**config.mk**
```make
export PLATFORM = sky130hd
export DESIGN_NAME = mux_scan_ctrl
export DESIGN_NICKNAME = d
export VERILOG_FILES = /design/src/rtl/mux_scan_pkg.sv /design/src/rtl/mux_scan_settle_cnt.sv /design/src/rtl/mux_scan_ctrl.sv
export SDC_FILE = /design/constraint.sdc
export NUM_CORES = 1
export LEC_CHECK = 0
export BUFFER_PORTS_ARGS = -buffer_cell sky130_fd_sc_hd__buf_4
export CAP_MARGIN = 5
export CORE_MARGIN = 2
export CORE_UTILIZATION = 53
export CTS_BUF_LIST = sky130_fd_sc_hd__clkbuf_4 sky130_fd_sc_hd__clkbuf_8 sky130_fd_sc_hd__clkbuf_16
export DETAILED_ROUTE_END_ITERATION = 10
export PLACE_DENSITY = 0.74
export REMOVE_ABC_BUFFERS = 1
export SYNTH_ARGS = -nofsm -noshare
export SYNTH_HDL_FRONTEND = slang
export SYNTH_SLANG_ARGS = --single-unit
```
**constraint.sdc**
```tcl
create_clock -name clk -period 1.55 [get_ports clk]
set_input_delay 0.0775 -clock clk [delete_from_list [all_inputs] [get_ports clk]]
set_output_delay 0.0775 -clock clk [all_outputs]
set_load 0.03 [all_outputs]
```
**src/rtl/mux_scan_pkg.sv**
```systemverilog
// Shared types and sizes for the 4-channel mux scan controller.
package mux_scan_pkg;
    localparam int NUM_CH = 4;
    localparam int SEL_W  = 2;
    localparam int CNT_W  = 4;

    typedef enum logic [1:0] {
        IDLE = 2'd0,
        SCAN = 2'd1,
        HOLD = 2'd2
    } state_t;
endpackage

```
**src/rtl/mux_scan_settle_cnt.sv**
```systemverilog
// Settle-window counter: counts up while enabled and flags done when it reaches SETTLE.
module mux_scan_settle_cnt
    import mux_scan_pkg::*;
#(
    parameter int SETTLE = 1
) (
    input  logic clk,
    input  logic rst_n,
    input  logic clr,
    input  logic inc,
    output logic done
);
    localparam logic [CNT_W-1:0] SETTLE_C = CNT_W'(SETTLE);

    logic [CNT_W-1:0] cnt;

    always_ff @(posedge clk) begin
        if (!rst_n)
            cnt <= '0;
        else if (clr)
            cnt <= '0;
        else if (inc)
            cnt <= cnt + 1'b1;
    end

    assign done = (cnt == SETTLE_C);
endmodule

```
**src/rtl/mux_scan_ctrl.sv**
```systemverilog
// Scans a 4:1 mux, assembles a 4-bit snapshot and hands it off over valid/ready.
// Optional MUX_SCAN_AUTO_EN: restart the scan directly after each accepted word.
module mux_scan_ctrl
    import mux_scan_pkg::*;
#(
    parameter int SETTLE = 1
) (
    input  logic              clk,
    input  logic              rst_n,
    input  logic              start,
    output logic [SEL_W-1:0]  sel,
    input  logic              mux_out,
    output logic [NUM_CH-1:0] data_out,
    output logic              data_valid,
    input  logic              data_ready,
    output logic              busy
);
    localparam logic [SEL_W-1:0] LAST_CH = SEL_W'(NUM_CH - 1);

    state_t            state;
    logic [NUM_CH-1:0] capture;
    logic [NUM_CH-1:0] word_nxt;
    logic              done;

    // Counter runs only inside SCAN and restarts at every channel boundary.
    mux_scan_settle_cnt #(.SETTLE(SETTLE)) u_settle (
        .clk  (clk),
        .rst_n(rst_n),
        .clr  ((state != SCAN) || done),
        .inc  (state == SCAN),
        .done (done)
    );

    // Full word including the bit being sampled this cycle.
    always_comb begin
        word_nxt      = capture;
        word_nxt[sel] = mux_out;
    end

    always_ff @(posedge clk) begin
        if (!rst_n) begin
            state      <= IDLE;
            sel        <= '0;
            capture    <= '0;
            data_out   <= '0;
            data_valid <= 1'b0;
            busy       <= 1'b0;
        end else begin
            case (state)
                IDLE: begin
                    if (start) begin
                        state <= SCAN;
                        sel   <= '0;
                        busy  <= 1'b1;
                    end
                end
                SCAN: begin
                    if (done) begin
                        capture[sel] <= mux_out;
                        if (sel == LAST_CH) begin
                            state      <= HOLD;
                            data_out   <= word_nxt;
                            data_valid <= 1'b1;
                            sel        <= '0;
                        end else begin
                            sel <= sel + 1'b1;
                        end
                    end
                end
                HOLD: begin
                    if (data_valid && data_ready) begin
                        data_valid <= 1'b0;
`ifdef MUX_SCAN_AUTO_EN
                        state      <= SCAN;
                        sel        <= '0;
`else
                        state      <= IDLE;
                        busy       <= 1'b0;
`endif
                    end
                end
                default: begin
                    state <= IDLE;
                    busy  <= 1'b0;
                end
            endcase
        end
    end
endmodule

```
### Word-level counts from Yosys, hierarchy flattened

Cells that the tools add are included.

| cells by class | value |
|---|---|
| magnitude comparators | 2 |
| $add $sub $neg | 2 |
| divide/modulo/power cells | 0 |
| reductions and logical operators | 13 |
| eq/ne operators | 9 |
| shifts and indexed selects | 0 |
| mux-type cells | 18 |
| multiply operators | 0 |
| bitwise operators | 2 |

Operators by type and width:

| kind | count |
|---|---|
| $mux 2 | 7 |
| $reduce_and 3->1 | 3 |
| $ne 2x2->1 const B | 4 |
| $reduce_and 4->1 | 2 |
| $pmux 2 s3 | 1 |
| $mux 1 | 5 |
| $add 4x1->4 const B | 1 |
| $bwmux 4 | 1 |
| $eq 2x2->1 const B | 2 |
| $eq 4x1->1 const B | 1 |
| $pmux 2 s2 | 1 |
| $reduce_bool 2->1 | 2 |
| $lt 2x3->1 const B | 1 |
| $pmux 1 s3 | 1 |
| $add 2x1->2 const B | 1 |
| $demux 1 s2 | 1 |
| $eq 2x1->1 const B | 1 |
| $ge 2x1->1 const B | 1 |
| $logic_and 1x1->1 | 2 |
| $logic_not 2->1 | 1 |
| $ne 2x1->1 const B | 1 |
| $not 1->1 | 2 |
| $pmux 1 s2 | 1 |
| $reduce_and 2->1 | 1 |
| other kinds (2) | 2 |

| word-level totals | value |
|---|---|
| memories kept | 0 |
| word-level logic and storage cells | 53 |
| output and inout port bits | 8 |
| latch bits | 0 |
| bits of input ports | 5 |
| RAM bits | 0 |
| ROM bits | 0 |
| bits in registers | 18 |

### Logic depth before layout (Yosys ltp)

| logic depth | value |
|---|---|
| word-level depth | 5 |
| gate-level depth with buffers | 6 |
| gate-level depth less buffers | 5 |

### Cells and area by module

A second synthesis with hierarchy kept.

| second synthesis, totals | value |
|---|---|
| cell total of the unflattened synthesis | 91 |
| area total of the unflattened synthesis | 874.6 sq um |

Modules (own cells, without submodules):

| module | area each (sq um) | cells each | sequential area each (sq um) | instances |
|---|---|---|---|---|
| mux_scan_ctrl | 673.1 | 71 | 260.2 | 1 |
| mux_scan_settle_cnt | 201.4 | 20 | 80.1 | 1 |

### Worst setup path after synthesis

No wires, ideal clock.

| path | value |
|---|---|
| kind | reg-to-reg |
| from | register sel[0] |
| to | register data_out[3] |
| buffers on the path | 1 |
| arrival | 1.409 ns |
| slack | 0.069 ns |
| stages on the path, launching flop included | 6 |
| path through | dfxtp_1 > ha_1 > and3b_4 > and2_4 > buf_6 > mux2i_1 |

| on the way | value |
|---|---|
| cells in the longest elaborated chain, start to end | 5 |
| elaborated cells on any way between the ends | 8 |

Ends and longest elaborated chain:

| item | line | text |
|---|---|---|
| start, declared | mux_scan_ctrl.sv:11 | `output logic [SEL_W-1:0] sel,` |
| start signal, assigned | mux_scan_ctrl.sv:66 | `sel <= sel + 1'b1;` |
| $lt 2x3->1 (implied by the code) or $ge 2x1->1 (tied branches) | mux_scan_ctrl.sv:37 | `word_nxt[sel] = mux_out;` |
| $logic_and 1x1->1 (implied by the code) | mux_scan_ctrl.sv:37 |  |
| $mux 1 (implied by the code) | mux_scan_ctrl.sv:37 |  |
| $demux 1 s2 | mux_scan_ctrl.sv:37 |  |
| $bwmux 4 | mux_scan_ctrl.sv:37 |  |
| end signal, assigned | mux_scan_ctrl.sv:62 | `data_out <= word_nxt;` |
| end, declared | mux_scan_ctrl.sv:13 | `output logic [NUM_CH-1:0] data_out,` |

Several ways; a longest one is shown, not always the timed one.
A chain may end at the register's enable or synchronous reset.

### Final worst setup path

| path | value |
|---|---|
| from | register u_settle.cnt[1] |
| to | register sel[1] |

| on the way | value |
|---|---|
| cells in the longest elaborated chain, start to end | 3 |

Ends and longest elaborated chain:

| item | line | text |
|---|---|---|
| start, declared | mux_scan_settle_cnt.sv:15 | `logic [CNT_W-1:0] cnt;` |
| start signal, assigned | mux_scan_settle_cnt.sv:23 | `cnt <= cnt + 1'b1;` |
| $eq 4x1->1 | mux_scan_settle_cnt.sv:26 | `assign done = (cnt == SETTLE_C);` |
| $ne 2x2->1 (no line) | - |  |
| $reduce_and 3->1 (no line) | - |  |

No other way between the ends.

==> metrics.md <==
| Metric | Value |
|---|---|
| Number of diodes | `0` |
| Min-delay src | `rst_n` |
| Buf+Inv Stages, Crit Path | `2` |
| Setup violators final | `0` |
| Worst clock skew | `~0.0059 ns` |
| CP arrival | `between 1.5 and 2 ns` |
| Routed vias/inst | `5.39` |
| Synth Area in Simple Gates | `0.183` |
| Core area | `about 0.0015 mm^2` |
| Num CTS Buffers | `3` |
| CTS tree | `yes` |
| Die Height | `43.1 um` |
| Placed Cells | `106` |
| Mux cell area share after synthesis | `0.0863` |
| Hpwl dp | `1100 um` |
| Chip width | `43.1 um` |
| Post-Synth Adder-Cell Area | `0.0924` |
| Sequential cell area | `around 340 um^2` |
| Vias in the first global route | `between 500 and 600` |
| Mapped Avg Cell Area | `approximately 10 um^2` |
| DR DRC count | `0` |
| Syn Inst Count | `80` |
| Tot Pwr | `roughly 0.00077 W` |
| Post-synth EDFFs | `0` |
| Starting density of the core | `0.552` |
| Max-slew violations | `0` |
| Fin cells | `110` |
| Leading register cell type out of synthesis | `dfxtp_1` |
| # rows | `14` |
| Vias after detailed routing | `between 500 and 600` |
| DIE AREA | `0.00186 mm^2` |
| Sum of negative setup slack | `0 ns` |
| Nets | `~110` |
| Sequential fraction of the synthesis area | `0.419` |
| Clk_lat worst skew | `~0.28 ns` |
| Layout cells sized above 1 | `0.245` |
| Worst path required time | `~1.7 ns` |
| Slew @ Worst Pin | `~0.25 ns` |
| Crit share post-route | `0.912` |
| CP peak stage delay | `0.37 ns` |
| Dominant cell type by area after synthesis | `dfxtp_1` |
| Initial antenna violation count | `0` |
| Final wirelength | `approximately 1400 um` |
| Clock transition at the registers of the reported paths | `approximately 0.090 ns` |
| Final critical-path required period | `roughly 1.4 ns` |
| Top cell type's share of synthesized area | `0.419` |
| Routed len/inst | `between 10 and 15 um` |
| Post CTS Setup Buffer Count | `0` |
| Largest family of logic cells by synthesized area | `simple AND/OR/NAND/NOR gates` |
| Crit end category | `flip-flop` |
| Async SR Flop Fraction | `0` |
| Status | `finished, final reports clean` |
| Boundary pin count | `13` |
| CTS Hold Bufs | `0` |
| Drt pass-1 iters | `4` |
| Yosys cell types | `28` |
| Max Root-Sink Buffers | `2` |
| Largest net degree at the start of global routing | `15` |
| Crit path kind | `reg -> reg` |
| Peak supply drop | `between 0.0005 and 0.0006 V` |
| Post-DRT Antenna Nets | `0` |
| Post-synth top cells | `dfxtp_1 (17), mux2i_1 (7), nand2_1 (7), ha_1 (6)` |
| PostCTS Resize Cnt | `0` |
| Seq cells post-synth | `17` |
| Routability cong. | `between 0.7 and 0.8` |
| Post-Synthesis Cell Area | `roughly 810 um^2` |
| Worst path cell trace | `inv_1, ha_1, nor3b_2, buf_4, and2_1, a32o_1` |
| Most instantiated library cell after synthesis | `dfxtp_1` |
| Slew headroom | `0.835` |
| Overall Global Routing Usage | `0.172` |
| Delay-heaviest family, CP | `flip-flops` |
| First-pass GRT wire length | `between 2000 and 2500 um` |
| Fmax | `slightly above 700 MHz` |
| Syn-to-layout area delta | `15.7%` |
| Top cells by area, synth | `dfxtp_1 (42%), ha_1 (9.2%), mux2i_1 (8.6%)` |
| Total grt overflow | `0` |
| Power Dens Cells | `roughly 820 mW/mm^2` |
| Synth Warn # | `0` |
| Total clock sinks | `17` |
| HP Class | `in -> reg` |
| Compound-Gate Fraction of Synth Area | `0.154` |
| H-Tree Depth | `1` |
| Critical-path top delay cell | `dfxtp_1` |
| Fin Hold WS | `roughly 0.11 ns` |
| XOR/XNOR Fraction of Synth Area | `0.0216` |
| Hold Violations, Final | `0` |
| CP startpoint kind | `flip-flop` |
| Leak | `about 0.42 nW` |
| Worst R2R Start | `u_settle.cnt[1]$_SDFFE_PP0P_` |
| Fillers | `roughly 140` |
| Worst setup startpoint | `u_settle.cnt[1]$_SDFFE_PP0P_` |
| Crit Path Max Fanout | `12` |
| Port bufs | `12` |
| Iter 0 DRT Violations | `11` |
| Area of the multi-input gates | `around 440 um^2` |
| Max-capacitance violation count | `0` |
| RSZ-0062 raised after global routing | `no` |
| CTS root buf | `clkbuf_4` |
state kept, by name, summed over array words and instances, names as in the netlist:
signal,flops
data_out,4
u_settle.cnt,4
capture,3
sel,2
state,2
busy,1
data_valid,1
report_power, final:
part	switching (W)	leakage [nW]	internal, W
Combinational	0.0000392	0.268	0.0000295
Clock	0.000128	0.0184	0.000117
Sequential	0.00000860	0.138	0.000444
final cells by class:
| cell class | count | share of cell area |
|---|---|---|
| clock buffers | 4 | 0.0320 |
| well taps | 16 | 0.0213 |
| repair buffers | 13 | 0.104 |
| multi-input cells | 56 | 0.465 |
| flip-flops and latches | 17 | 0.362 |
| inverters | 4 | 0.0160 |
path summary, 6_finish.rpt:
path	slack, ns	cells after the start	endpoint
hold / removal	0.11	2	data_valid$_SDFFE_PN0P_
hold reg to reg	0.47	2	data_out[3]$_SDFFE_PN0P_
setup reg to reg	0.14	6	sel[1]$_SDFFE_PN0P_
setup / recovery	0.14	6	sel[1]$_SDFFE_PN0P_
per-layer routing:
layer / GRT usage / share of wire / up-vias
li1: - / - / 308
met1: 0.213 / 0.49 / 270
met2: 0.293 / 0.47 / 11
met3: 0.0255 / 0.026 / 4
met4: 0.0727 / 0.0097 / 0
met5: 0 / 0 / -
layout by cell type, fill, tap and decap left out, types with 2 or more instances in the layout:
cell / n
buf_4: 13
a21oi_1: 4
nor2_1: 5
o211a_1: 2
a211oi_2: 2
nand2_1: 7
inv_1: 4
o21bai_1: 2
ha_1: 6
a32o_1: 2
dfxtp_1: 17
nand3_1: 5
mux2i_1: 7
xnor2_1: 2
clkbuf_4: 4
through the flow:
stage	area (um^2)	util	setup slack, ns
2_1_floorplan	792	-	0.128
3_3_place_gp	910	0.618	0.213
4_1_cts	940	0.639	0.142
3_5_place_dp	910	0.618	0.154
5_1_grt	940	0.639	0.0680
6_report	940	0.639	0.137
worst reg2reg max path: stages (launching register included):
cell and delay, ns:
dfxtp_1 0.37, inv_1 0.05, ha_1 0.16, nor3b_2 0.15, buf_4 0.17, and2_1 0.16, a32o_1 0.25
kinds of logic after synthesis:
| family | after synthesis |
|---|---|
| flip-flops | 17 |
| AND/OR/NAND/NOR | 26 |
| buffers and inverters | 7 |
| multiplexers | 7 |
| XOR/XNOR | 2 |
| adder cells (fa/ha/maj) | 6 |
| AO/OA/AOI/OAI | 15 |
Note: power is estimated with default switching activity, not from simulation.
